$ cat config.mk
export PLATFORM = sky130hd
export DESIGN_NAME = dmem_access_arbiter
export DESIGN_NICKNAME = d
export VERILOG_FILES = /design/src/rtl/dmem_access_arbiter.sv
export SDC_FILE = /design/constraint.sdc
export NUM_CORES = 1
export LEC_CHECK = 0
export ABC_AREA = 0
export CORE_AREA = 2 2 120 122
export DETAILED_ROUTE_END_ITERATION = 16
export DIE_AREA = 0 0 122 124
export GPL_ROUTABILITY_DRIVEN = 0
export PLACE_DENSITY = 0.78
export SLEW_MARGIN = 20
export SYNTH_ARGS = -nofsm -noshare
export SYNTH_HDL_FRONTEND = slang
export SYNTH_SLANG_ARGS = --single-unit
$ cat constraint.sdc
create_clock -name clk -period 7.7 [get_ports clk]
set_clock_uncertainty 0.05 [all_clocks]
set_input_delay 1.155 -clock clk [delete_from_list [all_inputs] [get_ports clk]]
set_output_delay 1.155 -clock clk [all_outputs]
set_load 0.05 [all_outputs]
$ cat src/rtl/dmem_access_arbiter.sv
`timescale 1ns/1ps
// dmem_access_arbiter
// Shares the single-port data memory between the CPU MEM stage and an
// external loader/debug port. The CPU has fixed priority. A starvation counter
// forces an EXT grant after STARVE_LIMIT contended cycles. EXT is served as a
// word burst with an auto-incrementing address.
// Optional build macro: DMEM_ARB_MISALIGN_EN adds misaligned-CPU-access
// suppression and the cpu_misalign output.
module dmem_access_arbiter #(
  parameter int unsigned STARVE_LIMIT = 8,
  parameter int unsigned LEN_W        = 4
) (
  input  logic             clk,
  input  logic             reset,
  input  logic             cpu_req,
  input  logic             cpu_we,
  input  logic [2:0]       cpu_func3,
  input  logic [31:0]      cpu_addr,
  input  logic [31:0]      cpu_wdata,
  output logic [31:0]      cpu_rdata,
  output logic             cpu_stall,
  input  logic             ext_req,
  input  logic             ext_we,
  input  logic [31:0]      ext_addr,
  input  logic [LEN_W-1:0] ext_len,
  output logic             ext_gnt,
  input  logic             ext_wvalid,
  input  logic [31:0]      ext_wdata,
  output logic             ext_wready,
  output logic             ext_rvalid,
  output logic [31:0]      ext_rdata,
  output logic             ext_busy,
  output logic [31:0]      mem_addr,
  output logic [31:0]      mem_wdata,
  output logic [2:0]       mem_func3,
  output logic             mem_we,
  input  logic [31:0]      mem_rdata
`ifdef DMEM_ARB_MISALIGN_EN
  ,
  output logic             cpu_misalign
`endif
);

  localparam int unsigned CNT_W = $clog2(STARVE_LIMIT + 1);
  localparam logic [CNT_W-1:0] LIMIT = CNT_W'(STARVE_LIMIT);

  typedef enum logic {IDLE, BURST} state_t;

  state_t           state;
  logic [CNT_W-1:0] starve_cnt;
  logic [LEN_W-1:0] beat_cnt;
  logic [LEN_W-1:0] len_q;
  logic [31:0]      base_q;
  logic             we_q;

  logic grant;
  logic beat_adv;
  logic last_beat;
  logic misal;

  // Grant is evaluated in IDLE only; a starved EXT wins even against cpu_req.
  assign grant     = (state == IDLE) && ext_req && (!cpu_req || (starve_cnt == LIMIT));
  assign ext_gnt   = grant && !reset;
  assign beat_adv  = !we_q || ext_wvalid;
  assign last_beat = (beat_cnt == len_q);
  assign cpu_rdata = mem_rdata;

`ifdef DMEM_ARB_MISALIGN_EN
  assign misal = cpu_req &&
                 (((cpu_func3[1:0] == 2'b01) && cpu_addr[0]) ||
                  ((cpu_func3[1:0] == 2'b10) && (cpu_addr[1:0] != 2'b00)));
  assign cpu_misalign = (state == IDLE) && misal && !reset;
`else
  assign misal = 1'b0;
`endif

  // Memory-side mux: CPU passes through in IDLE, burst engine owns it in BURST.
  always_comb begin
    mem_addr   = cpu_addr;
    mem_wdata  = cpu_wdata;
    mem_func3  = cpu_func3;
    mem_we     = cpu_req && cpu_we && !misal;
    cpu_stall  = 1'b0;
    ext_wready = 1'b0;
    ext_busy   = 1'b0;
    if (state == BURST) begin
      mem_addr   = base_q + (32'(beat_cnt) << 2);
      mem_wdata  = ext_wdata;
      mem_func3  = 3'b010;
      mem_we     = we_q && ext_wvalid;
      cpu_stall  = cpu_req;
      ext_wready = we_q;
      ext_busy   = 1'b1;
    end
  end

  // Arbiter FSM, starvation counter, burst beat tracking and read-beat register.
  always_ff @(posedge clk or posedge reset) begin
    if (reset) begin
      state      <= IDLE;
      starve_cnt <= '0;
      beat_cnt   <= '0;
      len_q      <= '0;
      base_q     <= '0;
      we_q       <= 1'b0;
      ext_rvalid <= 1'b0;
      ext_rdata  <= '0;
    end else begin
      case (state)
        IDLE: begin
          ext_rvalid <= 1'b0;
          if (grant) begin
            base_q     <= ext_addr & 32'hFFFF_FFFC;
            len_q      <= ext_len;
            we_q       <= ext_we;
            beat_cnt   <= '0;
            starve_cnt <= '0;
            state      <= BURST;
          end else if (!ext_req) begin
            starve_cnt <= '0;
          end else if (cpu_req && (starve_cnt != LIMIT)) begin
            starve_cnt <= starve_cnt + 1'b1;
          end
        end
        BURST: begin
          ext_rvalid <= !we_q;
          if (!we_q) begin
            ext_rdata <= mem_rdata;
          end
          if (beat_adv) begin
            if (last_beat) begin
              beat_cnt <= '0;
              state    <= IDLE;
            end else begin
              beat_cnt <= beat_cnt + 1'b1;
            end
          end
        end
        default: state <= IDLE;
      endcase
    end
  end

endmodule
### Word-level counts from Yosys, hierarchy flattened

Index checks and enable logic that the tools add are counted.

* $add $sub $neg: 3
* eq/ne operators: 6
* mux-type cells: 19
* bitwise logic cells: 2
* reductions and logical operators: 15

Operator list (number)
* two-way mux 32 bit: 2
* adder 32 x 6 -> 32 bit: 1
* two-way mux 4 bit: 6
* adder 4 x 1 -> 4 bit, second input constant: 2
* one-hot mux 4 bit (2 select lines): 1
* AND reduction 2 bit: 4
* two-way mux 1 bit: 7
* logical AND 1 bit: 6
* == test 4 bit: 1
* == test 4 bit, second input constant: 1
* inequality test 4 bit, second input constant: 1
* one-hot mux 1 bit (2 select lines): 2
* zero test 1 bit: 3
* two-way mux 3 bit: 1
* inequality test 3 x 1 -> 1 bit, second input constant: 1
* logical OR 1 bit: 2
* inequality test 2 x 1 -> 1 bit, second input constant: 1
* inequality test 2 bit, second input constant: 1
* inverter 1 bit: 2

* register bits after elaboration: 77
* bits of input ports: 174
* output and inout bits: 137
* word-level logic and storage cells: 53

### Logic depth before layout (Yosys ltp)

Gate-level depths: netlist of the first run.

* depth in word-level cells: 5
* gate-level depth with buffers: 8
* depth with buffers taken out: 7

### Worst setup path after synthesis of the first run

No wires, ideal clock.

* path type: input to output
* from: input reset
* to: output ext_gnt
* arrival time: 3.374 ns
* data required time: 6.495 ns
* setup slack: 3.121 ns
* stages on the path: 2
* buffers on the path: 0
* cell sequence: inv_1 and2_1

* word-level cells in the longest chain between the ends: 2

RTL lines
* from (decl): line 14 `input logic reset,`
* zero test 1 bit (no source line)
* logical AND 1 bit: line 63 `assign ext_gnt = grant && !reset;`
* to (decl): line 26 `output logic ext_gnt,`

No other way between the ends.

### Final worst setup path of the first run

* from: register beat_cnt[3]
* to: output mem_addr[31]

* word-level cells in the longest chain between the ends: 2

RTL lines
* from (decl): line 51 `logic [LEN_W-1:0] beat_cnt;`
* from (signal assigned): line 135 `beat_cnt <= beat_cnt + 1'b1;`
* adder 32 x 6 -> 32 bit: line 87 `mem_addr = base_q + (32'(beat_cnt) << 2);`
* two-way mux 32 bit: line 86 `if (state == BURST) begin`
* to (decl): line 33 `output logic [31:0] mem_addr,`

No other way between the ends.

==> results of run 1 <==
[through the flow]
| stage | total power, mW | area, µm² | setup slack, ns | hold slack, ns | utilization, % |
|---|---|---|---|---|---|
| final | 3.69 | 8020 | 3.09 | 0.445 | 58.5 |
| after global routing | 3.87 | 8020 | 2.94 | 0.471 | 58.5 |
| after CTS | 3.72 | 8000 | 3.08 | 0.446 | 58.3 |
| after detailed placement | 3.28 | 7710 | 3.46 | 0.436 | 56.2 |
| after global placement | 3.24 | 7710 | 3.49 | 0.416 | 56.2 |
| after floorplan | 2.47 | 4680 | 3.12 | 0.395 | - |
[worst paths after layout]
path	end	cells past startpoint
worst min register to register	starve_cnt[3]	1
worst min-delay path	starve_cnt[3]	1
max in group asynchronous	ext_rdata[0]	4
worst max-delay path	mem_addr[31]	7
min in group asynchronous	ext_rdata[31]	3
worst max register to register	beat_cnt[3]	6
[routing by layer]
layer  up-vias  wire length (µm)  global-route usage, %
met5         -                 0                      0
li1       2080                 -                      -
met4         0               261                   6.97
met1      2090              5650                   20.3
met3        19              1540                   6.14
met2       220              7780                   35.2
[kinds of logic (layout without fill, tap and decap cells)]
group                      Yosys count  after routing  share of synthesized area [%]
buffers and inverters               62            336                           7.62
DFF                                 77             77                           41.2
adders and majority gates            8              8                           2.30
and+or+nand+nor                    109            109                           12.4
xor gates and xnor gates            29             29                           5.43
muxes                               99             99                           23.8
AOI/OAI and AO/OA                   57             57                           7.22
[power by group through the flow]
| stage | combinational (mW) | sequential [mW] | clock [mW] |
|---|---|---|---|
| 3_3_place_gp | 2.46 | 0.782 | 0 |
| 3_5_place_dp | 2.48 | 0.797 | 0 |
| 2_1_floorplan | 1.40 | 1.07 | 0 |
| 4_1_cts | 2.49 | 0.792 | 0.434 |
| 5_1_grt | 2.59 | 0.827 | 0.455 |
| 6_report | 2.48 | 0.791 | 0.424 |
[final cells by class]
type,count,share of cell area (%)
inverter,8,0.390
clock buffer,11,3.03
sequential,77,24.1
clock inverter,4,0.608
multi-input combinational,302,30.0
tap,180,2.81
timing repair buffer,313,39.1
[worst max-delay path: cells and delay by family (launching register included)]
| kind | cells | cell delay (ns) |
|---|---|---|
| compound gates | 3 | 0.69 |
| buf+inv | 1 | 0.83 |
| flops | 1 | 0.43 |
| simple gates | 2 | 0.74 |
| fa+ha+maj | 1 | 0.38 |
[registers in the layout, indices dropped and copies added (netlist names)]
| signal | cells |
|---|---|
| base_q | 30 |
| beat_cnt | 4 |
| ext_rdata | 32 |
| ext_rvalid | 1 |
| len_q | 4 |
| starve_cnt | 4 |
| state | 1 |
| we_q | 1 |
[cell usage in the layout, fill, tap and decap left out, types with 7 or more instances in the layout]
| cell | Yosys | final |
|---|---|---|
| clkdlybuf4s50_1 | 0 | 308 |
| nor2_1 | 29 | 29 |
| inv_1 | 8 | 7 |
| nand2_1 | 19 | 19 |
| o21ai_0 | 11 | 11 |
| a21oi_1 | 27 | 27 |
| clkbuf_16 | 0 | 9 |
| mux2_2 | 99 | 99 |
| xor2_1 | 7 | 7 |
| nand3_1 | 14 | 14 |
| dfrtp_1 | 77 | 76 |
| ha_1 | 7 | 7 |
| xnor2_1 | 22 | 22 |
==> impl_metrics.csv, run 1 <==
group,metric,value,unit
layout,diodes,0,
logic_synthesis,ys_types,46,
floorplan,die_y,124,µm
critical_path,crit_path_max_incr_delay,0.83,ns
power,p_leak,3.11,nW
floorplan,die_x,122,µm
clock_tree,cts_root_buf,"clkbuf_16",
layout,drive_gt1_share,17.9,%
logic_synthesis,synthArstFlopShare,100,%
critical_path,crit_start,"beat_cnt[3]",
layout,final-seq-area,0.00193,mm²
clock_tree,cts_resized,0,
global_route,grt_pass1_wl,22.1,mm
logic_synthesis,synth_edf_count,0,
detailed_routing,wl_per_cell,17.0,µm
global_route,grt_overflow,0,
clock_tree,postCtsSetupBuffers,0,
layout,multiInputGateArea,0.00241,mm²
power,combPwrFrac,67.1,%
logic_synthesis,synthDominantCellAreaShare,41.2,%
critical_path,crit_arrival,3.40,ns
detailed_routing,drt_pre_antenna_iters,5,
timing,report.final.hold_viol_count,0,
critical_path,reg2reg_slack,5.22,ns
critical_path,crit_path_start_kind,"register",
timing,setup_viol_count_final,0,
logic_synthesis,syn_area_per_cell,10.6,µm²
critical_path,crit_type,"reg2out",
timing,max_freq,217,MHz
power,seq_power_share,21.4,%
logic_synthesis,ys.flop_type,"dfrtp_1",
logic_synthesis,synthTopCellsByArea,"dfrtp_1, mux2_2, buf_4",
clock_tree,cts_tree,"yes",
floorplan,start_util,34.1,%
detailed_routing,drt_iter0_drc,120,
critical_path,crit_chain,"ha_1 > o21ai_0 > o21bai_1 > nand3_1 > or4_1 > a31oi_1 > clkdlybuf4s50_1",
detailed_routing,wirelength,15.2,mm
timing,rsz0062_at_grt,"no",
timing,maxSlewViolCount,0,
critical_path,r2r-start,"state",
run,cap_violations,0,
hold_path,hp-class,"reg2reg",
timing,fin_crit_sh,59.8,%
floorplan,core.rowCount,43,
logic_synthesis,yosys_warnings,0,
clock_tree,cts_hold_buf,0,
timing,worstMarginPinSlew,0.845,ns
floorplan,core_area,0.0137,mm²
clock_tree,cts_made_buffers,9,
clock_tree,htree_levels,3,
timing,fin_tns_setup,0,ns
critical_path,end_kind,"primary output",
timing,period_minus_slack,4.61,ns
detailed_routing,ant_nets,0,
detailed_routing,via_per_inst,4.93,
timing,slew_headroom,43.7,%
critical_path,cpMaxStageDelayCell,"clkdlybuf4s50_1",
clock_tree,clk_path_buf_depth,2,
power,powerDensity,460,mW/mm²
placement,place_hpwl,11.9,mm
logic_synthesis,syn_area,0.00468,mm²
global_route,grt_pass1_vias,4409,
floorplan,die_area,0.0151,mm²
layout,fillers,1137,
layout,layout.cells.non_filler,895,
status,status,"completed",
power,p_int,1.82,mW
clock_tree,path_clk_slew,0.06,ns
clock_tree,clock-sinks,77,
critical_path,crit_fanout,5,
power,clkPwrFrac,11.5,%
placement,port_buffers,308,
floorplan,pin_count,311,
hold_path,min-delay-start,"starve_cnt[3]",
layout,area_growth,71.4,%
power,swShare,50.7,%
global_route,grt_usage,19.0,%
logic_synthesis,yosys.area.top_type,"dfrtp_1",
logic_synthesis,yosys_register_bits,77,
global_route,grt_start_max_net_pins,85,
layout,nets,893,
global_route,grt_antenna_before_repair,0,
logic_synthesis,netlist_instances,441,
power,peakVddDrop,0.303,mV
detailed_routing,vias,4409,
logic_synthesis,synth.net_count,623,
power,power.switching,1.87,mW
detailed_routing,drc,0,
clock_tree,clk_latency,0.33,ns
critical_path,crit_required,6.49,ns
logic_synthesis,synth_seq_area_share,41.2,%
logic_synthesis,synth_common_cells,"mux2_2, dfrtp_1, buf_4, nor2_1, a21oi_1",
placement,dp.cells,879,
logic_synthesis,synth_most_common_cell,"mux2_2",
Power figures use the tool's default switching activity.
==> run 2, diff against run 1 <==
Settings changed: CORE_AREA 2 2 120 122 to 2 2 119 121, DIE_AREA 0 0 122 124 to 0 0 121 123, PLACE_DENSITY 0.78 to 0.79.
Clock period 7.7 ns to 4.3 ns, I/O delays scaled along.
==> impl_metrics.csv, run 2 (synthesized netlist as in run 1, its figures left out) <==
group,metric,value,unit
timing,setup_viol_count_final,0,
global_route,grt_usage,19.6,%
clock_tree,cts_root_buf,"clkbuf_16",
critical_path,crit_buf_inv,1,
placement,placed_area,0.00773,mm²
critical_path,crit_chain,"ha_1 > fa_1 > nand3_1 > and2_1 > nor3b_1 > xnor2_1 > a21oi_1 > clkdlybuf4s50_1",
detailed_routing,vias,4342,
status,status,"completed",
global_route,use_met3,5.95,%
global_route,grt_pass1_wl,22.7,mm
floorplan,die_y,123,µm
detailed_routing,drt_iter0_drc,135,
clock_tree,cts_tree,"yes",
global_route,top_usage_layer,"met2",
critical_path,crit_path_start_kind,"register",
layout,final_area,0.00809,mm²
global_route,grt_start_max_net_pins,78,
detailed_routing,ant_nets,0,
layout,final_common_cell,"clkdlybuf4s50_1",
timing,fin_tns_setup,0,ns
detailed_routing,via_per_inst,4.84,
critical_path,crit_arrival,3.28,ns
critical_path,reg2reg_slack,1.62,ns
timing,slew_headroom,39.0,%
hold_path,hold_depth,1,
floorplan,core_area,0.0136,mm²
timing,worstMarginPinSlew,0.913,ns
power,peakVddDrop,0.524,mV
layout,largest_register_ffs,32,
critical_path,crit_fanout,9,
clock_tree,postCtsSetupBuffers,0,
layout,reg_top3,"ext_rdata x32, base_q x30",
clock_tree,cts_made_buffers,9,
global_route,use_met2,35.5,%
placement,dp_slack,0.582,ns
critical_path,r2r-end,"beat_cnt[3]",
layout,nets,893,
placement,port_buffers,308,
layout,largest-register,"ext_rdata",
critical_path,end_kind,"primary output",
detailed_routing,wirelength,15.3,mm
timing,rsz0062_at_grt,"no",
clock_tree,htree_levels,3,
run,cap_violations,0,
timing,maxSlewViolCount,0,
critical_path,cpMaxStageDelayCell,"clkdlybuf4s50_1",
timing,max_freq,252,MHz
global_route,grt_pass1_vias,4547,
power,p_leak,3.14,nW
floorplan,die_area,0.0149,mm²
floorplan,die_x,121,µm
placement,dp.cells,879,
detailed_routing,drt_pre_antenna_iters,4,
global_route,grt_antenna_before_repair,1,
critical_path,r2r-start,"state",
clock_tree,path_clk_slew,0.06,ns
power,p_total,6.70,mW
critical_path,reg2reg_depth,6,
timing,fin_ws,0.326,ns
critical_path,crit_path_max_incr_delay,0.82,ns
timing,period_minus_slack,3.97,ns
global_route,grt_overflow,0,
layout,layout.cells.non_filler,897,
clock_tree,clk_path_buf_depth,2,
timing,fin_crit_sh,92.4,%
layout,area_growth,73.0,%
global_route,grtUsageMet1,21.7,%
hold_path,min-delay-start,"starve_cnt[3]",
layout,final_cell_mix,"clkdlybuf4s50_1, mux2_2, dfrtp_1",
timing,report.final.hold_viol_count,0,
critical_path,crit_type,"reg2out",
hold_path,hp-class,"reg2reg",
floorplan,pin_count,311,
placement,place_hpwl,11.9,mm
power,powerDensity,828,mW/mm²
detailed_routing,drc,0,
hold_path,hold_path_end,"starve_cnt[3]",
floorplan,core.rowCount,43,
critical_path,path_delay_family,"buffers and inverters",
critical_path,crit_required,3.61,ns
clock_tree,clk_latency,0.33,ns
layout,drive_gt1_share,18.2,%
floorplan,start_util,34.4,%
clock_tree,clock-sinks,77,
detailed_routing,wl_per_cell,17.0,µm
==> run 2: area by class of cell <==
| type | count | area [µm²] |
|---|---|---|
| inverter | 8 | 31.3 |
| antenna | 1 | 2.50 |
| clock buffer | 10 | 239 |
| sequential | 77 | 1930 |
| clock inverter | 6 | 93.8 |
| multi-input combinational | 302 | 2410 |
| tap | 180 | 225 |
| timing repair buffer | 313 | 3160 |
| fill | 1116 | 5520 |
==> run 2: through the flow <==
stage                     hold WS (ns)  utilization [%]
after floorplan                  0.395                -
after global routing             0.473             59.4
final                            0.450             59.4
after global placement           0.412             56.8
after detailed placement         0.438             56.8
after CTS                        0.453             59.2
==> run 2: timing repair <==
| action | CTS | global route |
|---|---|---|
| resized for setup | 0 | 1 |
| hold buffers | 0 | 0 |
| setup endpoints to repair | 0 | 1 |
==> run 2: worst max-delay path by stage <==
| stage | start | to | slack (ns) | cells after the start |
|---|---|---|---|---|
| floorplan | reset | ext_gnt | 0.74 | 2 |
| global placement | beat_cnt[2] | mem_addr[31] | 0.63 | 7 |
| detailed placement | beat_cnt[2] | mem_addr[31] | 0.58 | 7 |
| CTS | beat_cnt[2] | mem_addr[31] | 0.16 | 7 |
| global route | beat_cnt[0] | mem_addr[30] | 0.1 | 8 |
| finish | beat_cnt[0] | mem_addr[16] | 0.33 | 8 |
==> run 2: worst register-to-register path: stages, from the launching register on <==
cell      delay, ns
dfrtp_4        0.69
nor2b_1        0.28
a21boi_4       0.23
buf_4          0.45
a21oi_1        0.24
or4_1          0.56
o211ai_1       0.11
==> run 2: where the power goes <==
part           internal (mW)  switching, mW  total, mW
logic                   1.73           2.68       4.41
registers               1.08          0.374       1.46
clock network          0.528          0.306      0.834
total                   3.34           3.36       6.70
==> run 2: layer usage <==
| metal | routed length [µm] | part of all wire, % |
|---|---|---|
| met3 | 1490 | 9.8 |
| met2 | 7820 | 51 |
| met1 | 5670 | 37 |
| met4 | 293 | 1.9 |
| met5 | 0 | 0 |
==> run 3, diff against run 2 <==
Settings changed: CAP_MARGIN from default to 20.
==> results of run 3 <==
No change in the layout: final DEF, timing and power equal those of run 2.
